## src/rtl/add_num_job_sched.sv

```systemverilog
// rtl/add_num_job_sched.sv - job controller for the add-two-numbers AFU
//
// Reads source lines, sums bytes 1 and 2 of each, writes the 8-bit sum to the
// matching destination line. In-flight lines are bounded by a credit counter,
// and sums wait in a result FIFO until the write channel can take them.
//
// Ports:
//   clk, reset                    clock, synchronous active-high reset
//   cfg_start/src/dst/num_lines   job configuration from CSR decode
//   rd_req_valid/addr/tag         read request (tag = line index)
//   rd_req_almfull                read channel almost full (gates new issue)
//   rd_rsp_valid/tag/data         read response, any order
//   wr_req_valid/addr/data        write request
//   wr_req_almfull                write channel almost full (gates dequeue)
//   wr_rsp_valid                  write completion
//   busy, done, lines_done        job status

module add_num_job_sched #(
    parameter int ADDR_W          = 42,
    parameter int CNT_W           = 16,
    parameter int MAX_OUTSTANDING = 8,
    parameter int DATA_W          = 512
) (
    input  logic              clk,
    input  logic              reset,
    input  logic              cfg_start,
    input  logic [ADDR_W-1:0] cfg_src_addr,
    input  logic [ADDR_W-1:0] cfg_dst_addr,
    input  logic [CNT_W-1:0]  cfg_num_lines,
    output logic              rd_req_valid,
    output logic [ADDR_W-1:0] rd_req_addr,
    output logic [CNT_W-1:0]  rd_req_tag,
    input  logic              rd_req_almfull,
    input  logic              rd_rsp_valid,
    input  logic [CNT_W-1:0]  rd_rsp_tag,
    input  logic [DATA_W-1:0] rd_rsp_data,
    output logic              wr_req_valid,
    output logic [ADDR_W-1:0] wr_req_addr,
    output logic [DATA_W-1:0] wr_req_data,
    input  logic              wr_req_almfull,
    input  logic              wr_rsp_valid,
    output logic              busy,
    output logic              done,
    output logic [CNT_W-1:0]  lines_done
);

    localparam int PTR_W = $clog2(MAX_OUTSTANDING);
    localparam int ENT_W = CNT_W + 8;
    localparam logic [PTR_W:0] FULL_CNT = (PTR_W+1)'(MAX_OUTSTANDING);

    typedef enum logic [1:0] {S_IDLE, S_RUN, S_DRAIN, S_DONE} state_t;

    state_t state_q, state_d;

    logic [ADDR_W-1:0] src_q, dst_q;
    logic [CNT_W-1:0]  num_q, issued_q;
    logic [PTR_W:0]    credits_q;

    logic [ENT_W-1:0]  fifo_mem [MAX_OUTSTANDING];
    logic [PTR_W-1:0]  wptr_q, rptr_q;
    logic [PTR_W:0]    fifo_cnt_q;

    logic       start_ok, active, issue, enq, deq;
    logic [7:0] rsp_sum;
    logic       unused_data;

    assign start_ok = cfg_start && (state_q == S_IDLE || state_q == S_DONE);
    assign active   = (state_q == S_RUN) || (state_q == S_DRAIN);
    assign issue    = (state_q == S_RUN) && (issued_q < num_q) &&
                      (credits_q != '0) && !rd_req_almfull;
    // Responses outside a job (e.g. after an abort) are dropped.
    assign enq      = active && rd_rsp_valid;
    assign deq      = (fifo_cnt_q != '0) && !wr_req_almfull;
    assign rsp_sum  = rd_rsp_data[15:8] + rd_rsp_data[23:16];
    assign unused_data = ^{rd_rsp_data[DATA_W-1:24], rd_rsp_data[7:0]};

    assign busy = active;
    assign done = (state_q == S_DONE);

    always_ff @(posedge clk) begin
        if (reset) state_q <= S_IDLE;
        else       state_q <= state_d;
    end

    always_comb begin
        state_d = state_q;
        case (state_q)
            S_IDLE, S_DONE: begin
                if (cfg_start)
                    state_d = (cfg_num_lines == '0) ? S_DONE : S_RUN;
            end
            S_RUN:   if (issued_q == num_q)   state_d = S_DRAIN;
            S_DRAIN: if (lines_done == num_q) state_d = S_DONE;
            default: state_d = S_IDLE;
        endcase
    end

    // Entry storage needs no reset: validity is tracked by the pointers.
    always_ff @(posedge clk) begin
        if (enq) fifo_mem[wptr_q] <= {rd_rsp_tag, rsp_sum};
    end

    always_ff @(posedge clk) begin
        if (reset) begin
            src_q        <= '0;
            dst_q        <= '0;
            num_q        <= '0;
            issued_q     <= '0;
            credits_q    <= '0;
            lines_done   <= '0;
            wptr_q       <= '0;
            rptr_q       <= '0;
            fifo_cnt_q   <= '0;
            rd_req_valid <= 1'b0;
            rd_req_addr  <= '0;
            rd_req_tag   <= '0;
            wr_req_valid <= 1'b0;
            wr_req_addr  <= '0;
            wr_req_data  <= '0;
        end else begin
            assert (!(enq && fifo_cnt_q == FULL_CNT && !deq));

            rd_req_valid <= issue;
            wr_req_valid <= deq;

            if (start_ok) begin
                src_q      <= cfg_src_addr;
                dst_q      <= cfg_dst_addr;
                num_q      <= cfg_num_lines;
                issued_q   <= '0;
                credits_q  <= FULL_CNT;
                lines_done <= '0;
            end else begin
                if (issue) issued_q <= issued_q + CNT_W'(1);
                // A dequeue frees a credit; issue+dequeue nets to zero.
                if (issue && !deq)      credits_q <= credits_q - (PTR_W+1)'(1);
                else if (!issue && deq) credits_q <= credits_q + (PTR_W+1)'(1);
                if (active && wr_rsp_valid) lines_done <= lines_done + CNT_W'(1);
            end

            if (issue) begin
                rd_req_addr <= src_q + ADDR_W'(issued_q);
                rd_req_tag  <= issued_q;
            end

            if (enq) wptr_q <= wptr_q + PTR_W'(1);
            if (deq) begin
                rptr_q      <= rptr_q + PTR_W'(1);
                wr_req_addr <= dst_q + ADDR_W'(fifo_mem[rptr_q][ENT_W-1:8]);
                wr_req_data <= {{(DATA_W-8){1'b0}}, fifo_mem[rptr_q][7:0]};
            end

            case ({enq, deq})
                2'b10:   fifo_cnt_q <= fifo_cnt_q + (PTR_W+1)'(1);
                2'b01:   fifo_cnt_q <= fifo_cnt_q - (PTR_W+1)'(1);
                default: fifo_cnt_q <= fifo_cnt_q;
            endcase
        end
    end

endmodule

```

## config.mk

```make
export PLATFORM = sky130hd
export DESIGN_NAME = add_num_job_sched
export DESIGN_NICKNAME = d
export VERILOG_FILES = /design/src/rtl/add_num_job_sched.sv
export SDC_FILE = /design/constraint.sdc
export NUM_CORES = 1
export LEC_CHECK = 0
export ABC_CLOCK_PERIOD_IN_PS = 6170
export BUFFER_PORTS_ARGS = -buffer_cell sky130_fd_sc_hd__buf_4
export CAP_MARGIN = 20
export CORE_AREA = 5 5 485 487
export DETAILED_ROUTE_END_ITERATION = 7
export DIE_AREA = 0 0 490 492
export GPL_ROUTABILITY_DRIVEN = 0
export PLACE_DENSITY = 0.3
export SKIP_LAST_GASP = 1
export SYNTH_ARGS = -nofsm -noshare
export SYNTH_HDL_FRONTEND = slang
export SYNTH_SLANG_ARGS = --single-unit
```

## constraint.sdc

```tcl
create_clock -name clk -period 6.17 [get_ports clk]
set_input_delay 0.617 -clock clk [delete_from_list [all_inputs] [get_ports clk]]
set_output_delay 0.617 -clock clk [all_outputs]
set_load 0.005 [all_outputs]
```

[Word level (Yosys, flattened, before mapping)]
Memory sizes are Yosys's and may differ from the RTL's. A register that Yosys moved wholly into a read port is not among the register bits.
Index checks and enable logic that the tools add are counted.
Word-level totals
  bits in writable memories: 192
  memories: 1
  bits in registers: 258
  input bits: 635
  output and inout port bits: 632
  word-level logic and storage cells: 78
Memory list
  fifo_mem: words 8, width 24, rd ports 1, clocked after Yosys merged registers in 1, wr ports 1, line 59  | logic [ENT_W-1:0] fifo_mem [MAX_OUTSTANDING];
Operators by class
  multiplexer cells: 13
  $lt $le $gt $ge: 1
  eq/ne operators: 10
  add/sub/neg operators: 11
  reduce and logical (&&, ||, !) cells: 25
Operators by type and width (count)
  $add 42x16->42: 2
  $add 16x1->16 const B: 2
  $eq 16x16->1: 2
  $logic_not 16->1: 1
  $lt 16x16->1: 1
  $mux 4: 3
  $logic_and 1x1->1: 9
  $add 4x1->4 const B: 2
  $add 8x8->8: 1
  $mux 2: 4
  $pmux 4 s2: 1
  $reduce_bool 4->1: 2
  $sub 4x1->4 const B: 2
  $add 3x1->3 const B: 2
  $eq 2x2->1 const B: 3
  $mux 3: 2
  $pmux 2 s3: 1
  $eq 2x1->1 const B: 2
  $logic_not 1->1: 4
  $ne 2x1->1 const B: 2
  $reduce_bool 2->1: 2
  $reduce_or 2->1: 2
  $reduce_and 3->1: 1
  $reduce_bool 3->1: 1
  4 further kinds: 6

[Longest topological paths before layout]
Gate-level depths: netlist of run 1.
  word-level depth: 9
  depth in mapped cells: 18
  mapped depth without buffers: 15

[Worst setup path before layout of run 1]
No wires, ideal clock.
  path type: register to register
  from: register (tool-made name)
  to: register wr_req_addr[29]
  cell stages (with the launch flop): 13
  setup time: 0.062 ns
  period minus slack after synthesis: 4.388 ns
  buffers on the path: 2
  data required time: 6.108 ns
  data arrival time: 4.326 ns
  setup slack: 1.782 ns
  path through: dfxtp_1 > buf_1 > buf_1 > mux4_2 > mux2i_1 > inv_1 > ha_1 > a211oi_1 > o211ai_1 > a22oi_1 > o211ai_2 > or4b_2 > nand3_1
RTL lines
  to (signal assigned): line 149  | wr_req_addr <= dst_q + ADDR_W'(fifo_mem[rptr_q][ENT_W-1:8]);
  to (decl): line 38  | output logic [ADDR_W-1:0] wr_req_addr,

==> metrics.yaml, run 1 <==
layout:
  syn_to_final_growth_pct: 23.32
  num-nets-final: 3462
  multi_input_area_um2: 11050
  drive_gt1_share_pct: 17.30
  seqCellArea_um2: 10990
  n_fill_cell: 26220
  final_area_um2: 30240
  fin_util_pct: 13.09
worst_hold_path:
  hold_path.class: "primary input to flop"
  whs_path_depth: 3
pwr:
  power_frac_seq_pct: 37.5
  peakVddDrop_uv: 226.1
  p_sw_share_pct: 35.76
  internal_power_mw: 6.688
  p_leak_nw: 11.04
  p_per_area_nw_per_um2: 344.3
  switching_power_mw: 3.723
  pwr-share-clk_pct: 32.5
  power_frac_comb_pct: 30.0
  total_power_mw: 10.41
global_routing:
  grtUsageTotal_pct: 7.440
  grt_pass1_vias: 17190
  grt_pass1_wl_mm: 131.1
  overflow: 0
  grt_max_degree: 58
  antenna_found_initial: 10
setup_path:
  worstSetupPathType: "flop to flop"
  cp_common_cell: "buf_4"
  r2r_cells: 11
  cp_max_fo: 17
  critical_path_buf_inv_count: 2
  r2r-end: "wr_req_addr[25]"
  slowest_delay_ns: 0.80
  r2r_slack_ns: 1.49
  worst_ep_arrival_time_ns: 5.25
  crit_chain: "buf_4, mux4_2, mux2_2, ha_1, nand2_1, o21ai_0, nor2_1, a2111oi_0, buf_4, xnor2_1, a211oi_1"
  worstSetupEndpointType: "flop"
  slowest_stage: "dfxtp_2"
  worst_setup_path_start_kind: "flop"
  critPathTopFamily: "compound AO/OA/AOI/OAI gates"
  crit_end: "wr_req_addr[25]"
  cp.required_ns: 6.74
  critical_path_depth: 11
drt:
  wl_per_cell_um: 16.20
  drc: 0
  routed_via_density: 2.985
  drt_first_pass_iters: 5
  drt_iter0_markers: 666
  vias: 17450
  routed_wl_mm: 94.70
  drt.antenna.violating_nets: 0
cts:
  worstSkewPairLatency_ns: 0.66
  clk_path_buf_depth: 3
  cts_root_buf: "clkbuf_16"
  cts-hold-fix-buffers: 0
  htreeDepth: 2
  cts.sinks: 453
  cts_made_buffers: 55
  cts_setup_buffers: 0
  post_cts_resize_count: 0
  cts_tree: "yes"
  clkTransAtPathRegs_ns: 0.06
sta:
  setup_ws_ns: 1.489
  clock.fmax_mhz: 213.6
  tightest_slew_ns: 1.053
  setup_viol: 0
  finalHoldViolCount: 0
  max_slew_margin_pct: 29.23
  slew_violations: 0
  skew_ns: 0.06672
  period_share_pct: 75.86
  tns_ns: 0
  rsz0062_at_grt: "false"
  fin_crit_ns: 4.681
synth:
  yosys_warnings: 0
  synth_edf_count: 192
  ys_seq_area_share_pct: 44.82
  synth_cell_types: 75
  synth_area_leaders: "edfxtp_1 (24%), dfxtp_1 (21%), buf_4 (15%)"
  syn-instance-count: 2501
  syn_area_um2: 24520
  synthArstFlopShare_pct: 0
  synth_seq_cells: 453
  yosys.area.top_type_share_pct: 23.51
  synth_area_leader_cell: "edfxtp_1"
  syn_area_per_cell_um2: 9.804
  synth-main-ff-cell: "dfxtp_1"
run:
  maxCapViolations: 0
run_status:
  outcome: "complete, no violations"
floorplanning:
  die_w_um: 490
  coreArea_um2: 231000
  start_util_pct: 10.62
  dieArea_um2: 241100
  die_y_um: 492
  row_count: 177
  io_pins: 1267
place:
  dpl-instance-area_um2: 28370
  pre_cts_slack_ns: 1.295
  io_buffers: 266
  dpl.hpwl_mm: 72.16
==> cell usage after synthesis (all sizes together) (6+ instances only) <==
| library cell | number |
|---|---|
| buf | 527 |
| nand2 | 348 |
| dfxtp | 261 |
| a21oi | 206 |
| edfxtp | 192 |
| nor2 | 132 |
| clkbuf | 90 |
| ha | 70 |
| inv | 53 |
| mux4 | 48 |
| a211oi | 45 |
| nand3 | 45 |
| xor2 | 42 |
| xnor2 | 39 |
| o21ai | 34 |
| nor4 | 31 |
| nand4 | 29 |
| and3 | 22 |
| mux2i | 19 |
| nor3 | 19 |
| a21o | 18 |
| or3 | 17 |
| mux2 | 16 |
| o31ai | 16 |
| a311oi | 15 |
| o211ai | 14 |
| or4 | 13 |
| o21a | 12 |
| and4 | 11 |
| nand3b | 10 |
| nor2b | 10 |
| a21boi | 8 |
| and2 | 8 |
| nor3b | 8 |
| o2111ai | 8 |
| a2111oi | 6 |
==> per-stage QoR <==
stage               cells  hold WS [ns]
floorplan            3004        0.4406
global placement     5737        0.4472
finish               5847        0.2027
CTS                  5841        0.1177
global route         5841        0.1466
detailed placement   5738        0.4476
==> power by group through the flow <==
| stage | clock network, mW | logic, mW | registers (mW) |
|---|---|---|---|
| after floorplan | 0 | 2.15 | 3.82 |
| after global placement | 0 | 3.27 | 3.98 |
| after detailed placement | 0 | 3.26 | 3.99 |
| after CTS | 3.55 | 3.27 | 3.93 |
| after global routing | 3.65 | 3.54 | 3.97 |
| final | 3.38 | 3.12 | 3.91 |
==> worst min-delay path by stage <==
stage	startpoint	endpoint	slack, ns
2_1_floorplan	dst_q[0]	dst_q[0]	0.44
3_3_place_gp	rd_req_tag[1]	rd_req_tag[1]	0.45
3_5_place_dp	wr_req_addr[4]	wr_req_addr[4]	0.45
4_1_cts	cfg_src_addr[22]	src_q[22]	0.12
5_1_grt	cfg_src_addr[40]	src_q[40]	0.15
6_report	cfg_dst_addr[33]	dst_q[33]	0.20
==> flip-flops by register name, summed over array words and instances (netlist names), 8 cells and up, named ones only <==
| signal | cells |
|---|---|
| dst_q | 42 |
| rd_req_tag | 16 |
| issued_q | 16 |
| lines_done | 16 |
| fifo_mem | 192 |
| wr_req_data | 8 |
| rd_req_addr | 42 |
| wr_req_addr | 42 |
| src_q | 42 |
| num_q | 16 |
==> final cells by class <==
class / count / area share, %
antenna: 6 / 0.04965
sequential: 453 / 36.35
inverter: 54 / 0.6786
clock buffer: 74 / 4.920
clock inverter: 29 / 1.212
timing repair buffer: 308 / 7.667
multi-input combinational: 1880 / 36.53
tap: 3043 / 12.59
==> placed cells by master, fill, tap and decap left out, types with 16 or more instances in the layout <==
cell type	netlist	routed
conb_1	1	504
nand2_1	348	347
buf_4	506	307
dfxtp_1	261	260
a21oi_1	206	206
edfxtp_1	192	192
nor2_1	132	129
ha_1	70	70
clkbuf_16	0	55
inv_1	52	52
mux4_2	48	48
nand3_1	45	45
a211oi_1	45	45
xor2_1	42	42
xnor2_1	39	39
o21ai_0	33	33
nor4_1	31	30
nand4_1	29	29
and3_1	21	21
mux2i_1	19	19
a21o_1	17	17
mux2_2	16	16
o31ai_1	16	16
or3_1	17	16
==> worst min-delay path: cells and delay by family <==
kind | cells | cell delay (ns)
AOI/OAI and AO/OA | 1 | 0.05
buffers and inverters | 1 | 0.10
and+or+nand+nor | 1 | 0.04
==> per-layer routing <==
metal / vias to the layer above / track usage (%) / routed length, um / share of wire, %
met2: 626 / 12.93 / 45580 / 48
met1: 8385 / 8.756 / 38860 / 41
met5: - / 0 / 21 / 0.022
li1: 8334 / - / - / -
met4: 4 / 2.432 / 3112 / 3.3
met3: 105 / 2.181 / 7118 / 7.5
==> logic make-up (layout without fill, tap and decap cells) <==
| family | Yosys count | count (layout) | share of synthesized area (%) |
|---|---|---|---|
| multiplexers | 83 | 83 | 5.919 |
| adder cells (fa/ha/maj) | 75 | 75 | 3.980 |
| AO/OA/AOI/OAI | 421 | 421 | 10.83 |
| AND/OR/NAND/NOR | 716 | 716 | 13.43 |
| flip-flops | 453 | 453 | 44.82 |
| buffers and inverters | 671 | 465 | 18.11 |
| other | 1 | 510 | 0.01529 |
| XOR/XNOR | 81 | 81 | 2.893 |
(Power assumes the default switching activity.)
==> inputs of run 2 (changes only) <==
--- a/config.mk
+++ b/config.mk
@@ -5,7 +5,7 @@
 export SDC_FILE = /design/constraint.sdc
 export NUM_CORES = 1
 export LEC_CHECK = 0
-export ABC_CLOCK_PERIOD_IN_PS = 6170
+export ABC_CLOCK_PERIOD_IN_PS = 4700
 export BUFFER_PORTS_ARGS = -buffer_cell sky130_fd_sc_hd__buf_4
 export CAP_MARGIN = 20
 export CORE_AREA = 5 5 485 487
==> constraint.sdc (replaced) <==
create_clock -name clk -period 4.7 [get_ports clk]
set_input_delay 0.47 -clock clk [delete_from_list [all_inputs] [get_ports clk]]
set_output_delay 0.47 -clock clk [all_outputs]
set_load 0.005 [all_outputs]
==> metrics.yaml, run 2 (synthesis results as in run 1) <==
cts:
  post_cts_resize_count: 0  # unchanged
  cts_made_buffers: 56  # +1.8%
  htreeDepth: 2  # unchanged
  clkTransAtPathRegs_ns: 0.06  # about the same
  cts.sinks: 453  # unchanged
  worstSkewPairLatency_ns: 0.66  # about the same
  cts-hold-fix-buffers: 48  # +48
  cts_setup_buffers: 0  # unchanged
  clk_path_buf_depth: 3  # unchanged
  cts_tree: "yes"
  cts_root_buf: "clkbuf_16"
drt:
  drt.antenna.violating_nets: 0  # unchanged
  drt_first_pass_iters: 5  # unchanged
  wl_per_cell_um: 16.02  # -1.1%
  routed_via_density: 2.994  # +0.29%
  drc: 0  # unchanged
  drt_iter0_markers: 766  # +15%
  routed_wl_mm: 94.59  # -0.12%
  vias: 17670  # +1.2%
sta:
  period_share_pct: 86.59  # +11 points
  tns_ns: 0  # unchanged
  setup_viol: 0  # unchanged
  rsz0062_at_grt: "false"
  slew_violations: 0  # unchanged
  skew_ns: 0.06821  # +0.001491 ns
  finalHoldViolCount: 0  # unchanged
  setup_ws_ns: 0.6304  # -0.8587 ns
  tightest_slew_ns: 1.003  # -0.04973 ns
  max_slew_margin_pct: 32.59  # +3.4 points
  clock.fmax_mhz: 245.7  # +15%
  fin_crit_ns: 4.070  # -0.6113 ns
setup_path:
  worst_ep_arrival_time_ns: 4.64  # -0.61 ns
  r2r-end: "wr_req_addr[36]"
  worstSetupPathType: "flop to flop"
  worstSetupEndpointType: "flop"
  r2r_slack_ns: 0.63  # -0.86 ns
  worst_setup_path_start_kind: "flop"
  r2r_cells: 11  # unchanged
  cp_max_fo: 31  # +14
  cp.required_ns: 5.27  # -1.47 ns
pwr:
  total_power_mw: 13.73  # +32%
  p_per_area_nw_per_um2: 445.1  # +29%
  p_leak_nw: 11.29  # +2.2%
  peakVddDrop_uv: 316.6  # +40%
layout:
  final_area_um2: 30850  # +2.0%
  syn_to_final_growth_pct: 25.83
  largest-register: "fifo_mem"
  drive_gt1_share_pct: 17.38  # +0.081 points
  n_fill_cell: 26200  # -0.076%
  num-nets-final: 3521  # +1.7%
  mostFrequentLayoutCell: "conb_1"
  mostFrequentLayoutCells: "conb_1 (504), nand2_1 (347), buf_4 (313)"
  largest_reg_flops: 192  # unchanged
global_routing:
  grt_max_degree: 87  # +50%
  grt_pass1_wl_mm: 131.7  # +0.43%
  grtUsageTotal_pct: 7.436  # about the same
  grt_pass1_vias: 17500  # +1.8%
  overflow: 0  # unchanged
  antenna_found_initial: 12  # +2
floorplanning:
  row_count: 177  # unchanged
  dieArea_um2: 241100  # unchanged
  start_util_pct: 10.62  # unchanged
  io_pins: 1267  # unchanged
  coreArea_um2: 231000  # unchanged
  die_y_um: 492  # unchanged
  die_w_um: 490  # unchanged
worst_hold_path:
  hp-start: "cfg_dst_addr[12]"
  hold_path.class: "primary input to flop"
  whs_path_depth: 3  # unchanged
  hold_end: "dst_q[12]"
place:
  pre_cts_slack_ns: 0.5443  # -0.7507 ns
  io_buffers: 266  # unchanged
  dpl.hpwl_mm: 71.87  # -0.40%
  dpl-instance-area_um2: 28490  # +0.44%
run_status:
  outcome: "complete, no violations"
run:
  maxCapViolations: 0  # unchanged
==> run 2: where the power goes <==
group	internal (mW)	switching (mW)	total, mW
clock network	2.53	1.92	4.45
registers	4.65	0.439	5.09
logic	1.62	2.57	4.19
==> run 2: worst max path at each step <==
stage                     cells past startpoint               to  start
after floorplan                              12  wr_req_addr[29]   flop
after global placement                       11  wr_req_addr[36]   flop
after detailed placement                     11  wr_req_addr[38]   flop
after CTS                                    11  wr_req_addr[36]   flop
after global routing                         11  wr_req_addr[38]   flop
final                                        11  wr_req_addr[36]   flop
==> run 2: worst max-delay path: stages (launching register included) <==
cell     delay [ns]
dfxtp_2        0.34
buf_12         0.27
buf_4          0.44
mux4_2         0.56
mux2_2         0.28
ha_1           0.33
a21oi_1        0.27
o21ai_0        0.11
or3_1          0.39
o21a_1         0.40
and4_1         0.31
nor4_1         0.23
==> run 2: area by class of cell <==
type / instances / area (um2) / area share (%)
timing repair buffer: 366 / 2924 / 9.477
antenna: 6 / 15.01 / 0.04866
clock buffer: 78 / 1574 / 5.102
clock inverter: 23 / 289.0 / 0.9368
inverter: 54 / 205.2 / 0.6651
multi-input combinational: 1880 / 11050 / 35.80
tap: 3043 / 3807 / 12.34
sequential: 453 / 10990 / 35.63
==> run 2: stage by stage <==
stage / utilization, % / cells / hold WS (ns)
final: 13.36 / 5903 / 0.08024
after detailed placement: 12.34 / 5748 / 0.4447
after CTS: 13.35 / 5897 / 0.0001522
after global placement: 12.34 / 5748 / 0.4514
after global routing: 13.35 / 5898 / 0.01894
after floorplan: - / 3004 / 0.4406
==> run 2: per-layer routing <==
| layer | vias up | GRT usage, % | part of all wire, % |
|---|---|---|---|
| li1 | 8448 | - | - |
| met1 | 8486 | 8.797 | 41 |
| met2 | 626 | 13.01 | 48 |
| met3 | 102 | 2.123 | 7.4 |
| met4 | 10 | 2.215 | 2.9 |
| met5 | - | 0 | 0.066 |
